### config.mk
export PLATFORM = sky130hd
export DESIGN_NAME = data_mem_lsu
export DESIGN_NICKNAME = d
export VERILOG_FILES = /design/src/rtl/data_mem_lsu.sv
export SDC_FILE = /design/constraint.sdc
export NUM_CORES = 1
export LEC_CHECK = 0
export ABC_AREA = 1
export CORE_ASPECT_RATIO = 0.75
export CORE_MARGIN = 4
export CORE_UTILIZATION = 35
export CTS_CLUSTER_DIAMETER = 150
export DETAILED_ROUTE_END_ITERATION = 12
export MAX_ROUTING_LAYER = met4
export PLACE_DENSITY_LB_ADDON = 0.25
export SLEW_MARGIN = 25
export SYNTH_ARGS = -nofsm -noshare
export SYNTH_HDL_FRONTEND = slang
export SYNTH_SLANG_ARGS = --single-unit
### constraint.sdc
create_clock -name clk -period 1.5 [get_ports clk]
set_input_delay 0.3 -clock clk [delete_from_list [all_inputs] [get_ports clk]]
set_output_delay 0.3 -clock clk [all_outputs]
set_load 0.02 [all_outputs]
### src/rtl/data_mem_lsu.sv
`default_nettype none
// ============================================================================
//  Module   : data_mem_lsu
//  Brief    : Load/store unit in front of a word-wide, little-endian data RAM.
//             Sub-word stores use read-modify-write; faults skip the memory.
//  Revision : 1.0  initial release
// ============================================================================
module data_mem_lsu #(
    parameter int MEM_BYTES = 4096
) (
    input  logic        clk,
    input  logic        rst,
    input  logic        req,
    input  logic        is_store,
    input  logic [2:0]  funct3,
    input  logic [31:0] addr,
    input  logic [31:0] wdata,
    output logic        ready,
    output logic        done,
    output logic        err,
    output logic [31:0] rdata,
    output logic        mem_we,
    output logic        mem_re,
    output logic [31:0] mem_a,
    output logic [31:0] mem_wd,
    input  logic [31:0] mem_rd
);

    localparam logic [31:0] c_last_word = 32'(MEM_BYTES - 4);

    typedef enum logic [1:0] {
        S_IDLE = 2'd0,
        S_RD   = 2'd1,
        S_WR   = 2'd2,
        S_RESP = 2'd3
    } state_t;

    state_t      r_state;
    state_t      w_next;
    logic        r_store;
    logic [2:0]  r_f3;
    logic [31:0] r_addr;
    logic [31:0] r_wdata;
    logic [31:0] r_word;
    logic [31:0] r_rdata;
    logic        r_fault;

    logic        w_bad;
    logic [7:0]  w_byte;
    logic [15:0] w_half;
    logic [31:0] w_load;
    logic [31:0] w_merged;

    // Classify the incoming request from the live inputs while idle.
    always_comb begin
        w_bad = 1'b0;
        case (funct3)
            3'b000, 3'b100: w_bad = 1'b0;
            3'b001, 3'b101: w_bad = addr[0];
            3'b010:         w_bad = (addr[1:0] != 2'b00);
            default:        w_bad = 1'b1;
        endcase
        if (is_store && funct3[2]) begin
            w_bad = 1'b1;
        end
        if ({addr[31:2], 2'b00} > c_last_word) begin
            w_bad = 1'b1;
        end
    end

    always_comb begin
        w_next = r_state;
        case (r_state)
            S_IDLE: begin
                if (req) begin
                    if (w_bad) begin
                        w_next = S_RESP;
                    end else if (is_store && (funct3 == 3'b010)) begin
                        w_next = S_WR;
                    end else begin
                        w_next = S_RD;
                    end
                end
            end
            S_RD:    w_next = r_store ? S_WR : S_RESP;
            S_WR:    w_next = S_RESP;
            S_RESP:  w_next = S_IDLE;
            default: w_next = S_IDLE;
        endcase
    end

    // Lane extraction for loads, straight off the RAM read port.
    always_comb begin
        w_byte = mem_rd[7:0];
        case (r_addr[1:0])
            2'd0: w_byte = mem_rd[7:0];
            2'd1: w_byte = mem_rd[15:8];
            2'd2: w_byte = mem_rd[23:16];
            2'd3: w_byte = mem_rd[31:24];
            default: w_byte = mem_rd[7:0];
        endcase
        w_half = r_addr[1] ? mem_rd[31:16] : mem_rd[15:0];
        case (r_f3)
            3'b000:  w_load = {{24{w_byte[7]}}, w_byte};
            3'b100:  w_load = {24'd0, w_byte};
            3'b001:  w_load = {{16{w_half[15]}}, w_half};
            3'b101:  w_load = {16'd0, w_half};
            default: w_load = mem_rd;
        endcase
    end

    // Merge the store data into the previously captured word.
    always_comb begin
        w_merged = r_word;
        case (r_f3)
            3'b000: begin
                case (r_addr[1:0])
                    2'd0: w_merged[7:0]   = r_wdata[7:0];
                    2'd1: w_merged[15:8]  = r_wdata[7:0];
                    2'd2: w_merged[23:16] = r_wdata[7:0];
                    2'd3: w_merged[31:24] = r_wdata[7:0];
                    default: w_merged = r_word;
                endcase
            end
            3'b001: begin
                if (r_addr[1]) begin
                    w_merged[31:16] = r_wdata[15:0];
                end else begin
                    w_merged[15:0] = r_wdata[15:0];
                end
            end
            default: w_merged = r_wdata;
        endcase
    end

    always_ff @(posedge clk) begin
        if (rst) begin
            r_state <= S_IDLE;
            r_store <= 1'b0;
            r_f3    <= 3'd0;
            r_addr  <= 32'd0;
            r_wdata <= 32'd0;
            r_word  <= 32'd0;
            r_rdata <= 32'd0;
            r_fault <= 1'b0;
        end else begin
            r_state <= w_next;
            if ((r_state == S_IDLE) && req) begin
                r_store <= is_store;
                r_f3    <= funct3;
                r_addr  <= addr;
                r_wdata <= wdata;
                r_fault <= w_bad;
            end
            if (r_state == S_RD) begin
                r_word <= mem_rd;
                if (!r_store) begin
                    r_rdata <= w_load;
                end
            end
        end
    end

    assign ready  = (r_state == S_IDLE);
    assign done   = (r_state == S_RESP);
    assign err    = (r_state == S_RESP) & r_fault;
    assign rdata  = r_rdata;
    assign mem_re = (r_state == S_RD);
    // Combinational reset gating so a reset landing in WR blocks the write.
    assign mem_we = (r_state == S_WR) & ~rst;
    assign mem_a  = {r_addr[31:2], 2'b00};
    assign mem_wd = (r_state == S_WR) ? w_merged : 32'd0;

endmodule
`default_nettype wire

Word-level counts from Yosys, hierarchy flattened
Index checks and enable logic that the tools add are counted.

word-level totals
  bits in read-only memories = 0
  output and inout port bits = 101
  latch bits = 0
  memories kept = 0
  word-level logic and storage cells = 57
  memory bits (writable) = 0
  register bits = 135

cells by class
  reduce and logical (&&, ||, !) cells = 11
  equality and inequality tests = 14
  magnitude comparators = 1
  muxes and demuxes = 19
  $add $sub $neg = 0
  bitwise operators = 4
  shift-type cells = 0
  multiply operators = 0
  div/mod/pow operators = 0

operators with widths
  operator              count
  $pmux 32 s4           1
  $pmux 32 s2           1
  $mux 16               3
  $gt 32x12->1 const B  1
  $mux 32               1
  $mux 8                4
  $pmux 8 s4            1
  $eq 3x3->1 const B    4
  $eq 2x2->1 const B    4
  $pmux 2 s4            1
  $eq 3x1->1 const B    2
  $logic_not 3->1       2
  $mux 2                3
  $eq 2x1->1 const B    2
  $logic_not 2->1       2
  $reduce_or 2->1       2
  $eq 3x2->1 const B    1
  $logic_and 1x1->1     3
  $mux 1                3
  $pmux 1 s3            1
  $and 1x1->1           2
  $ne 2x2->1 const B    1
  $not 1->1             2
  $reduce_and 2->1      1
  $reduce_bool 2->1     1

Logic depth before layout (Yosys ltp)
Gate-level depths: netlist of the first run.

  depth in word-level cells = 8
  depth in mapped cells = 10
  mapped depth without buffers = 9

Least setup slack after synthesis of the first run
Ideal clock, no wire load.

  kind = reg-to-output
  start point = reg r_f3[1]
  end point = out mem_wd[3]
  stages on the path, launching flop included = 8
  path buffers = 2
  arrival time = 1.534 ns
  required time = 1.200 ns
  path slack = -0.334 ns
  cell sequence = dfxtp_1 -> buf_4 -> nor2_1 -> nand2_2 -> inv_1 -> buf_4 -> o211ai_1 -> a31oi_1

on the way
  word-level cells in the longest chain between the ends = 3
  elaborated cells on any way between the ends = 4
  classes of those cells = eq/ne: 1; mux: 2; reduce/logical: 1

ends and longest elaborated chain
  what                                                  RTL line  text
  from (decl)                                           41        logic [2:0] r_f3;
  from (signal assigned)                                150       r_f3 <= funct3;
  $eq 3x1->1 / $logic_not 3->1 (equally long branches)  115       case (r_f3)
  $pmux 32 s2 (*)                                       115
  $mux 32 (*)                                           172       assign mem_wd = (r_state == S_WR) ? w_merged : 32'd0;
  to (decl)                                             25        output logic [31:0] mem_wd,

Mark *: on every way between the ends. The rest lies on a longest branch, timed or not.

Final worst setup path of the first run
  start point = reg r_f3[1]
  end point = out mem_wd[4]

The elaborated chain is that of the path after synthesis.

==> results of run 1 <==
[cells by family (layout without fill, tap and decap cells)]
logic type / after synthesis / in the layout
adder cells (fa/ha/maj): 4 / 4
other: 1 / 2
buffers and inverters: 195 / 518
AND/OR/NAND/NOR: 481 / 483
AO/OA/AOI/OAI: 266 / 266
flip-flops: 135 / 135
[per-layer routing]
layer | wire (um) | share of wire
met1 | 13200 | 0.42
met2 | 14000 | 0.45
met3 | 3210 | 0.10
met4 | 881 | 0.028
met5 | 0 | 0
[flip-flops by register name, indices dropped and copies added (netlist names)]
name and cells:
r_state 2, r_wdata 32, r_addr 32, r_word 32
r_store 1, r_f3 3, r_fault 1, rdata 32
[critical path, delay by kind of cell, from the launching register on]
family                 cells  cell delay [ns]
buffers and inverters      5             0.48
flip-flops                 1             0.36
AND/OR/NAND/NOR            7             0.63
[power breakdown]
| part | internal (uW) | switching, uW |
|---|---|---|
| combinational | 5210 | 6280 |
| sequential | 4490 | 650 |
| clock | 3550 | 1720 |
| total | 13200 | 8650 |
[layout make-up]
cell class,count,share of cell area
multi-input cells,755,0.362
repair buffers,390,0.320
flip-flops and latches,135,0.207
clock buffers,19,0.0346
inverters,94,0.0306
well taps,253,0.0241
clock inverters,13,0.0207
repair inverters,2,0.00152
[metrics by stage]
stage | instances | area [um^2] | TNS, ns
2_1_floorplan | 1083 | 7340 | -1.80
3_5_place_dp | 1566 | 10200 | -41.16
3_3_place_gp | 1566 | 10200 | -39.12
5_1_grt | 1661 | 13100 | -45.40
6_report | 1661 | 13100 | -37.73
4_1_cts | 1633 | 12000 | -21.74
[worst max-delay path by stage]
stage	slack [ns]	cells after the start	startpoint	to
2_1_floorplan	-0.05	10	r_state[1]$_SDFFE_PP0P_	rdata[16]$_SDFFE_PP0P_
3_3_place_gp	-0.62	6	r_addr[1]$_SDFFE_PP0P_	mem_wd[24]
3_5_place_dp	-0.61	8	r_f3[1]$_SDFFE_PP0P_	mem_wd[7]
4_1_cts	-0.62	12	r_f3[1]$_SDFFE_PP0P_	mem_wd[0]
5_1_grt	-0.76	11	r_f3[1]$_SDFFE_PP0P_	mem_wd[1]
6_report	-0.71	12	r_f3[1]$_SDFFE_PP0P_	mem_wd[4]
[placed cells by master, fill, tap and decap left out, types with 15 or more instances in the layout]
cell / instances
dfxtp_1: 128
a21oi_2: 43
clkbuf_16: 28
nor2_2: 33
nor2_4: 15
nand3_1: 54
clkdlybuf4s50_1: 102
buf_4: 103
nand3_2: 21
buf_6: 77
inv_2: 21
dlygate4sd2_1: 61
a21oi_1: 31
buf_12: 22
nand2_2: 27
nand2_1: 134
nor2_1: 175
o21ai_2: 68
o21ai_0: 63
inv_1: 64
[timing repair]
action / CTS / global route
gates cloned: 12 / 15
endpoints found under the setup margin: 197 / 170
setup buffers: 25 / 18
pin swaps: 40 / 53
hold buffers: 0 / 0
gates resized for setup: 497 / 234
endpoints found under the hold margin: 0 / 0
==> metrics.md, run 1 <==
| Metric | Value |
|---|---|
| Status | `finished, violations left` |
| Failing checks | `negative setup slack` |
| Clock Skew | `~0.0084 ns` |
| # diodes | `0` |
| Starting Density | `0.360` |
| Max Cap Violations | `0` |
| Period utilisation layout | `1.47` |
| GPL Wtd Cong | `0.970` |
| Syn Std Cell Area | `0.00701 mm^2` |
| I/O Buffers | `201` |
| Hold_ws | `0.475 ns` |
| Placeable Area | `roughly 0.019 mm^2` |
| Setup crit start kind | `flop` |
| Library cells used by synthesis | `27` |
| CTS tree | `built` |
| Post-synth top flop | `dfxtp_1` |
| Residual DRC | `0` |
| Footprint of the multi-input gates | `0.00476 mm^2` |
| Crit path top cell by count | `buf_6` |
| GRT Resource Usage Total | `0.256` |
| EDFF count, synth | `0` |
| WP data required | `1.20 ns` |
| Worst reg2reg setup slack | `-0.22 ns` |
| Fillers | `1581` |
| Initial antenna violation count | `0` |
| Worst min path class | `flop to flop` |
| Die W | `between 150 and 200 um` |
| Crit path cell chain | `inv_4, nand2_4, nor2_4, buf_6, buf_6, nand2_8, nand2_8, nand2_2, nand3_2, nand2_1, inv_1, buf_6` |
| Post-DP HPWL | `between 15000 and 20000 um` |
| Via Count | `8756` |
| Largest net degree at the start of global routing | `just over 40` |
| Unrepaired setup endpoints after global routing | `yes` |
| Synthesis-to-layout area growth | `87.4%` |
| Post-Synthesis Cells | `1082` |
| Root Driver | `clkbuf_16` |
| Worst R2R Start | `r_state[1]$_SDFFE_PP0P_` |
| Die height | `131 um` |
| # setup viols final | `140` |
| Die ar. | `around 0.022 mm^2` |
| Final min period | `2.21 ns` |
| DRT Pass-1 Iters | `6` |
| CTS H-tree depth | `4` |
| Hold_sp | `r_addr[18]$_SDFFE_PP0P_` |
| Max incr delay on CP | `0.36 ns` |
| Hold Crit Depth | `2` |
| IO Count | `204` |
| Largest family of logic cells by synthesized area | `simple AND/OR/NAND/NOR gates` |
| Reg area | `0.00272 mm^2` |
| Final WS setup | `-0.708 ns` |
| Compound-Gate Fraction of Synth Area | `0.200` |
| Peak supply drop | `slightly below 0.0008 V` |
| Cells on worst reg2reg path | `13` |
| M2 GR Usage | `0.386` |
| Leak Pwr | `about 0.006 uW` |
| Synth area leaders | `dfxtp_1, nor2_1, o21ai_0, nand2_1, a21oi_1` |
| Final Total Pwr | `21900 uW` |
| Setup WS pre-CTS | `-0.608 ns` |
| Post-synth top cells | `nor2_1, nand2_1, o21ai_0, dfxtp_1, inv_1` |
| Layout cells sized above 1 | `0.392` |
| Synth area leader | `dfxtp_1` |
| Slew Viols, Final | `0` |
| DR vias/cell | `approximately 5.3` |
| Sink Count | `135` |
| Global-route wire length before repair | `43000 um` |
| Routed Antenna Nets | `0` |
| Slew headroom | `0.636` |
| Routed len/inst | `18.8 um` |
| Final Hold Fails | `0` |
| DR iter-0 viols | `811` |
| Count leader, synth | `nor2_1` |
| Post-synthesis mux area share | `0` |
| Routed WL | `31300 um` |
| #FFs+latches synth | `135` |
| GRT overflow | `0` |
| Hold path endpoint | `r_addr[18]$_SDFFE_PP0P_` |
| Register area share after synthesis | `0.385` |
| Post-Synth Adder-Cell Area | `0.00714` |
| Post-layout util | `0.674` |
| PwrDens | `1670 mW/mm^2` |
| Number of global-route vias before repair | `7976` |
| Post-synth ARST share | `0` |
| Nets@finish | `1502` |
| Clock Tree Buf Depth | `2` |
| FP Rows | `44` |
| Critical Path Slowest Stage Cell | `dfxtp_4` |
| Simple-Gate Fraction of Synth Area | `0.278` |
| Clk slew on worst S/H paths | `0.06 ns` |
| Crit path capture type | `primary output` |
| Synth Area in XOR/XNOR | `0` |
| Cts bufs inserted | `17` |
| Yosys warning total | `0` |
| Grt met3 use | `0.0812` |
| Clock Latency Late Sink | `0.43 ns` |
| RR Endpoint | `rdata[29]$_SDFFE_PP0P_` |
| Met1 Track Usage GR | `0.327` |
| Slew @ Worst Pin | `0.541 ns` |
| Avg Cell Area, Syn | `~6.5 um^2` |
| Crit-path max FO | `8` |
| Busiest grt layer | `met2` |
| Crit Path Class | `flop to primary output` |
| Synth top area share | `0.385` |
| Max Freq | `453 MHz` |
| WP data arrival | `1.91 ns` |
(Power assumes the default switching activity.)
==> run 2, diff against run 1 <==
--- a/config.mk
+++ b/config.mk
@@ -6,6 +6,7 @@
 export NUM_CORES = 1
 export LEC_CHECK = 0
 export ABC_AREA = 1
+export CAP_MARGIN = 0
 export CORE_ASPECT_RATIO = 0.75
 export CORE_MARGIN = 4
 export CORE_UTILIZATION = 35
==> constraint.sdc (replaced) <==
create_clock -name clk -period 1.9 [get_ports clk]
set_input_delay 0.38 -clock clk [delete_from_list [all_inputs] [get_ports clk]]
set_output_delay 0.38 -clock clk [all_outputs]
set_load 0.02 [all_outputs]
==> run 2 against run 1 <==
- the run still ends with negative setup slack left
- first-iteration DRC count fell by 23%
- worst hold slack improved by 0.0010 ns
- sequential cell count did not move
- core utilization fell by 12 points
- cell count fell by 6.6%
- combinational power fell by 42%
- global-route usage fell by 2.9 points
- sequential power fell by 22%
- clock skew fell by 0.0012 ns
- critical path type unchanged
==> metrics.md, run 2 (synthesized netlist as in run 1, its figures left out) <==
| Metric | Value |
|---|---|
| Die ar. | `0.0224 mm^2` |
| Sink Count | `135` |
| Cts bufs inserted | `17` |
| GRT overflow | `0` |
| Peak supply drop | `around 0.0006 V` |
| Hold Crit Depth | `2` |
| Placeable Area | `just under 0.02 mm^2` |
| Worst min path class | `flop to flop` |
| Slew headroom | `0.619` |
| Leak Pwr | `0.00483 uW` |
| FP Rows | `44` |
| Initial antenna violation count | `0` |
| Via Count | `between 7000 and 8000` |
| # diodes | `0` |
| Routed WL | `25900 um` |
| Most frequent cells in the layout | `nor2_1, clkdlybuf4s50_1, o21ai_0, nand2_1, dfxtp_1` |
| Unrepaired setup endpoints after global routing | `yes` |
| Commonest non-fill, non-tap cell in the layout | `nor2_1` |
| Final Total Pwr | `between 10000 and 15000 uW` |
| Fin area | `0.0109 mm^2` |
| Reg area | `0.00272 mm^2` |
| Setup TNS | `-7.36 ns` |
| DR vias/cell | `around 5.1` |
| Crit Path Class | `flop to primary output` |
| Status | `finished, violations left` |
| # setup viols final | `32` |
| DRT Pass-1 Iters | `5` |
| Setup crit start kind | `flop` |
| I/O Buffers | `201` |
| Starting Density | `0.360` |
| Post-DP HPWL | `~18000 um` |
| Synthesis-to-layout area growth | `54.9%` |
| CTS tree | `built` |
| Crit path capture type | `primary output` |
| WP data required | `between 1.5 and 2 ns` |
| Routed Antenna Nets | `0` |
| Slew Viols, Final | `0` |
| Cells on worst reg2reg path | `10` |
| Final Hold Fails | `0` |
| Failing checks | `negative setup slack` |
| Clock Tree Buf Depth | `2` |
| Routed len/inst | `16.7 um` |
| PwrDens | `1320 mW/mm^2` |
| GRT Resource Usage Total | `0.227` |
| Footprint of the multi-input gates | `0.00382 mm^2` |
| Die W | `171 um` |
| GPL Wtd Cong | `0.915` |
| Max Cap Violations | `0` |
| IO Count | `204` |
| Crit-path max FO | `7` |
| DR iter-0 viols | `about 630` |
| Clock Latency Late Sink | `0.42 ns` |
| Final min period | `between 2 and 2.5 ns` |
| WP data arrival | `around 1.8 ns` |
| Residual DRC | `0` |
| Nets@finish | `1393` |
| Fillers | `1909` |
| Period utilisation layout | `1.14` |
| Largest net degree at the start of global routing | `64` |
| Root Driver | `clkbuf_16` |
| Layout cells sized above 1 | `0.201` |
| Slew @ Worst Pin | `0.570 ns` |
| Die height | `around 130 um` |
| Global-route wire length before repair | `38600 um` |
| CTS H-tree depth | `4` |
| Number of global-route vias before repair | `7297` |
| Final WS setup | `-0.269 ns` |
| Clk slew on worst S/H paths | `0.06 ns` |
| Max Freq | `461 MHz` |
| Clock Skew | `0.00717 ns` |
| Placed cell areas | `about 0.0094 mm^2` |
==> run 2: timing repair <==
| item | in CTS | in global routing |
|---|---|---|
| gates cloned | 3 | 5 |
| hold buffers | 0 | 0 |
| pin swaps | 7 | 33 |
| buffers inserted | 10 | 2 |
| endpoints found under the setup margin | 37 | 46 |
| resized for setup | 253 | 114 |
==> run 2: critical path, cell delays in order, from the launching register on <==
cell and delay (ns):
dfxtp_4 0.36, inv_4 0.07, nand2_4 0.05, nor2_4 0.12
buf_12 0.17, clkbuf_16 0.17, nand2_1 0.06, a31oi_1 0.18
buf_4 0.17
==> run 2: area by class of cell <==
| type | instances | area share |
|---|---|---|
| timing repair buffer | 285 | 0.276 |
| tap | 253 | 0.0292 |
| inverter | 94 | 0.0335 |
| clock buffer | 22 | 0.0446 |
| multi-input combinational | 753 | 0.352 |
| sequential | 135 | 0.250 |
| clock inverter | 10 | 0.0151 |
==> run 2: layer usage <==
| layer | track usage | share of wire | vias to the layer above |
|---|---|---|---|
| met5 | - | 0 | - |
| met1 | 0.298 | 0.45 | 3662 |
| met3 | 0.0605 | 0.078 | 38 |
| met2 | 0.349 | 0.45 | 325 |
| li1 | - | - | 3894 |
| met4 | 0.0568 | 0.016 | 0 |
==> run 2: worst paths after layout <==
kind / start / end / slack, ns
worst min-delay path: r_wdata[12]$_SDFFE_PP0P_ / r_wdata[12]$_SDFFE_PP0P_ / 0.48
worst max register to register: r_state[1]$_SDFFE_PP0P_ / rdata[7]$_SDFFE_PP0P_ / 0.15
worst max-delay path: r_f3[1]$_SDFFE_PP0P_ / mem_wd[28] / -0.27
worst min register to register: r_wdata[12]$_SDFFE_PP0P_ / r_wdata[12]$_SDFFE_PP0P_ / 0.48
==> run 2: report_power, final <==
| group | internal, uW | total [uW] | switching, uW |
|---|---|---|---|
| registers | 3540 | 4030 | 491 |
| logic | 2880 | 6630 | 3750 |
| clock network | 2350 | 3660 | 1320 |
| total | 8760 | 14300 | 5560 |
==> run 2: per-stage QoR <==
stage,setup slack (ns),hold WS [ns],util,cells
after CTS,-0.273,0.473,0.534,1545
after floorplan,0.00862,0.439,-,1083
final,-0.269,0.476,0.557,1552
after global routing,-0.359,0.496,0.557,1552
after global placement,-0.338,0.460,0.484,1500
after detailed placement,-0.377,0.460,0.484,1500
==> run 3, diff against run 2 <==
--- a/config.mk
+++ b/config.mk
@@ -8,7 +8,7 @@
 export ABC_AREA = 1
 export CAP_MARGIN = 0
 export CORE_ASPECT_RATIO = 0.75
-export CORE_MARGIN = 4
+export CORE_MARGIN = 8
 export CORE_UTILIZATION = 35
 export CTS_CLUSTER_DIAMETER = 150
 export DETAILED_ROUTE_END_ITERATION = 12
==> run 3 against run 2 <==
- the flow still finishes with violations (negative setup slack)
- clock power decreased by 6.6%
- critical endpoint is now mem_wd[15]
- global-route usage decreased by 1.8 points
- largest power group unchanged
- first-iteration DRC count decreased by 22%
- sequential share of layout area increased by 0.45 points
- final area decreased by 1.8%
- non-clock buffer count increased by 11
- sequential cell count unchanged
- routed wire length increased by 3.1%
- maximum frequency decreased by 0.65%
- critical path depth increased by 2
- cell count increased by 1.0%
==> metrics.md, run 3 (synthesized netlist as in run 1, its figures left out) <==
| Metric | Value |
|---|---|
| Status | `finished, violations left` |
| Failing checks | `negative setup slack` |
| Crit path capture type | `primary output` |
| Unrepaired setup endpoints after global routing | `yes` |
| Number of global-route vias before repair | `7616` |
| Peak supply drop | `0.000550 V` |
| GPL Wtd Cong | `0.899` |
| DRT Pass-1 Iters | `6` |
| Post-layout util | `0.535` |
| Largest net degree at the start of global routing | `62` |
| Layout cells sized above 1 | `0.175` |
| Routed Antenna Nets | `0` |
| Clock Latency Late Sink | `between 0.4 and 0.5 ns` |
| Setup crit start kind | `flop` |
| Die W | `179 um` |
| Sink Count | `135` |
| Worst reg2reg setup slack | `about 0.11 ns` |
| Nets@finish | `1404` |
| Residual DRC | `0` |
| Commonest non-fill, non-tap cell in the layout | `nor2_1` |
| Period utilisation layout | `1.15` |
| Max incr delay on CP | `0.36 ns` |
| Cts bufs inserted | `17` |
| Cells on worst reg2reg path | `11` |
| Clk slew on worst S/H paths | `~0.060 ns` |
| Synthesis-to-layout area growth | `52.1%` |
| Leak Pwr | `0.00471 uW` |
| Reg area | `0.00272 mm^2` |
| RR Endpoint | `rdata[26]$_SDFFE_PP0P_` |
| Placeable Area | `0.0199 mm^2` |
| GRT overflow | `0` |
| Most frequent cells in the layout | `nor2_1, clkdlybuf4s50_1, nand2_1, o21ai_0, dfxtp_1` |
| Final Total Pwr | `14000 uW` |
| Hold Crit Depth | `2` |
| Crit Path Class | `flop to primary output` |
| Critical Path Slowest Stage Cell | `dfxtp_4` |
| Crit-path max FO | `6` |
| CTS H-tree depth | `4` |
| Starting Density | `0.352` |
| FP Rows | `45` |
| Fillers | `1935` |
| Crit path cell chain | `inv_4, nand2_2, nor2_4, buf_6, clkbuf_16, nand3_1, nand3_1, nand2_1, inv_1, buf_6` |
| Routed len/inst | `17.0 um` |
| Final Hold Fails | `0` |
| Die height | `139 um` |
| Clock Skew | `between 0.009 and 0.01 ns` |
| Hold_sp | `r_fault$_SDFFE_PP0P_` |
| Root Driver | `clkbuf_16` |
| PwrDens | `~1300 mW/mm^2` |
| WP data arrival | `1.80 ns` |
| Post-DP HPWL | `18900 um` |
| Worst min path class | `flop to flop` |
| Routed WL | `26600 um` |
| Worst R2R Start | `r_f3[1]$_SDFFE_PP0P_` |
| Via Count | `7964` |
| Max Cap Violations | `0` |
| Global-route wire length before repair | `41000 um` |
| DR vias/cell | `~5.1` |
| # setup viols final | `32` |
| IO Count | `a little over 200` |
| Die ar. | `0.0249 mm^2` |
| DR iter-0 viols | `just under 500` |
| Clock Tree Buf Depth | `2` |
| Final WS setup | `-0.283 ns` |
| GRT Resource Usage Total | `0.209` |
| Slew Viols, Final | `0` |
| Hold path endpoint | `r_fault$_SDFFE_PP0P_` |
| Max Freq | `about 460 MHz` |
| Slew @ Worst Pin | `0.583 ns` |
| Footprint of the multi-input gates | `0.00364 mm^2` |
| Setup WS pre-CTS | `-0.389 ns` |
| Slew headroom | `0.610` |
| Cts hold-fix bufs | `0` |
| CTS tree | `built` |
| Initial antenna violation count | `1` |
| WP data required | `1.52 ns` |
| I/O Buffers | `201` |
| Final min period | `2.18 ns` |
==> run 3: cell count changes in the layout (fill, tap and decap cells not counted), sizes merged <==
cell / delta
inv: +2
buf: +12
clkbuf: -6
bufinv: -1
clkdlybuf4s15: -1
clkinvlp: +3
dlygate4sd2: +1
diode: +1
==> run 3: area by class of cell <==
class,instances,area share
multi-input cells,753,0.341
repair buffers,296,0.282
flip-flops and latches,135,0.255
clock buffers,17,0.0399
inverters,94,0.0352
well taps,258,0.0303
clock inverters,14,0.0163
diodes,1,0.000235
==> run 3: critical path, delay by kind of cell (launching register included) <==
family | cells | cell delay (ns)
buffers and inverters | 5 | 0.59
and+or+nand+nor | 5 | 0.43
DFF | 1 | 0.36
==> run 3: report_power, final <==
part           leakage (uW)  internal, uW  switching, uW
Combinational       0.00331          2830           3670
Clock              0.000288          2070           1340
Sequential          0.00112          3540            504
==> run 3: layer usage <==
metal / vias to the layer above / share of wire / track usage / wire (um)
met1: 3677 / 0.45 / 0.271 / 12000
met5: - / 0 / - / 0
li1: 3906 / - / - / -
met3: 40 / 0.085 / 0.0647 / 2260
met2: 341 / 0.44 / 0.310 / 11900
met4: 0 / 0.019 / 0.0582 / 499
==> run 3: worst max path at each step <==
| stage | start | endpoint | cells after the start |
|---|---|---|---|
| 2_1_floorplan | r_f3[1]$_SDFFE_PP0P_ | mem_wd[24] | 8 |
| 3_3_place_gp | r_f3[0]$_SDFFE_PP0P_ | mem_wd[28] | 7 |
| 3_5_place_dp | r_f3[1]$_SDFFE_PP0P_ | mem_wd[3] | 7 |
| 4_1_cts | r_f3[1]$_SDFFE_PP0P_ | mem_wd[7] | 9 |
| 5_1_grt | r_f3[0]$_SDFFE_PP0P_ | mem_wd[20] | 10 |
| 6_report | r_f3[1]$_SDFFE_PP0P_ | mem_wd[15] | 10 |
==> run 3: what timing repair did <==
item	CTS	global route
hold endpoints to repair	0	0
pin swaps	11	13
buffers inserted	8	2
setup endpoints to repair	37	75
resized for setup	249	55
cloned	5	3
==> run 3: through the flow <==
step	instance area (um^2)	setup TNS (ns)	hold WS, ns	instances
final	10700	-7.92	0.476	1568
after CTS	10400	-7.55	0.478	1562
after detailed placement	9520	-14.58	0.465	1518
after global routing	10700	-10.72	0.497	1568
after global placement	9520	-14.24	0.458	1518
after floorplan	7030	0	0.439	1083
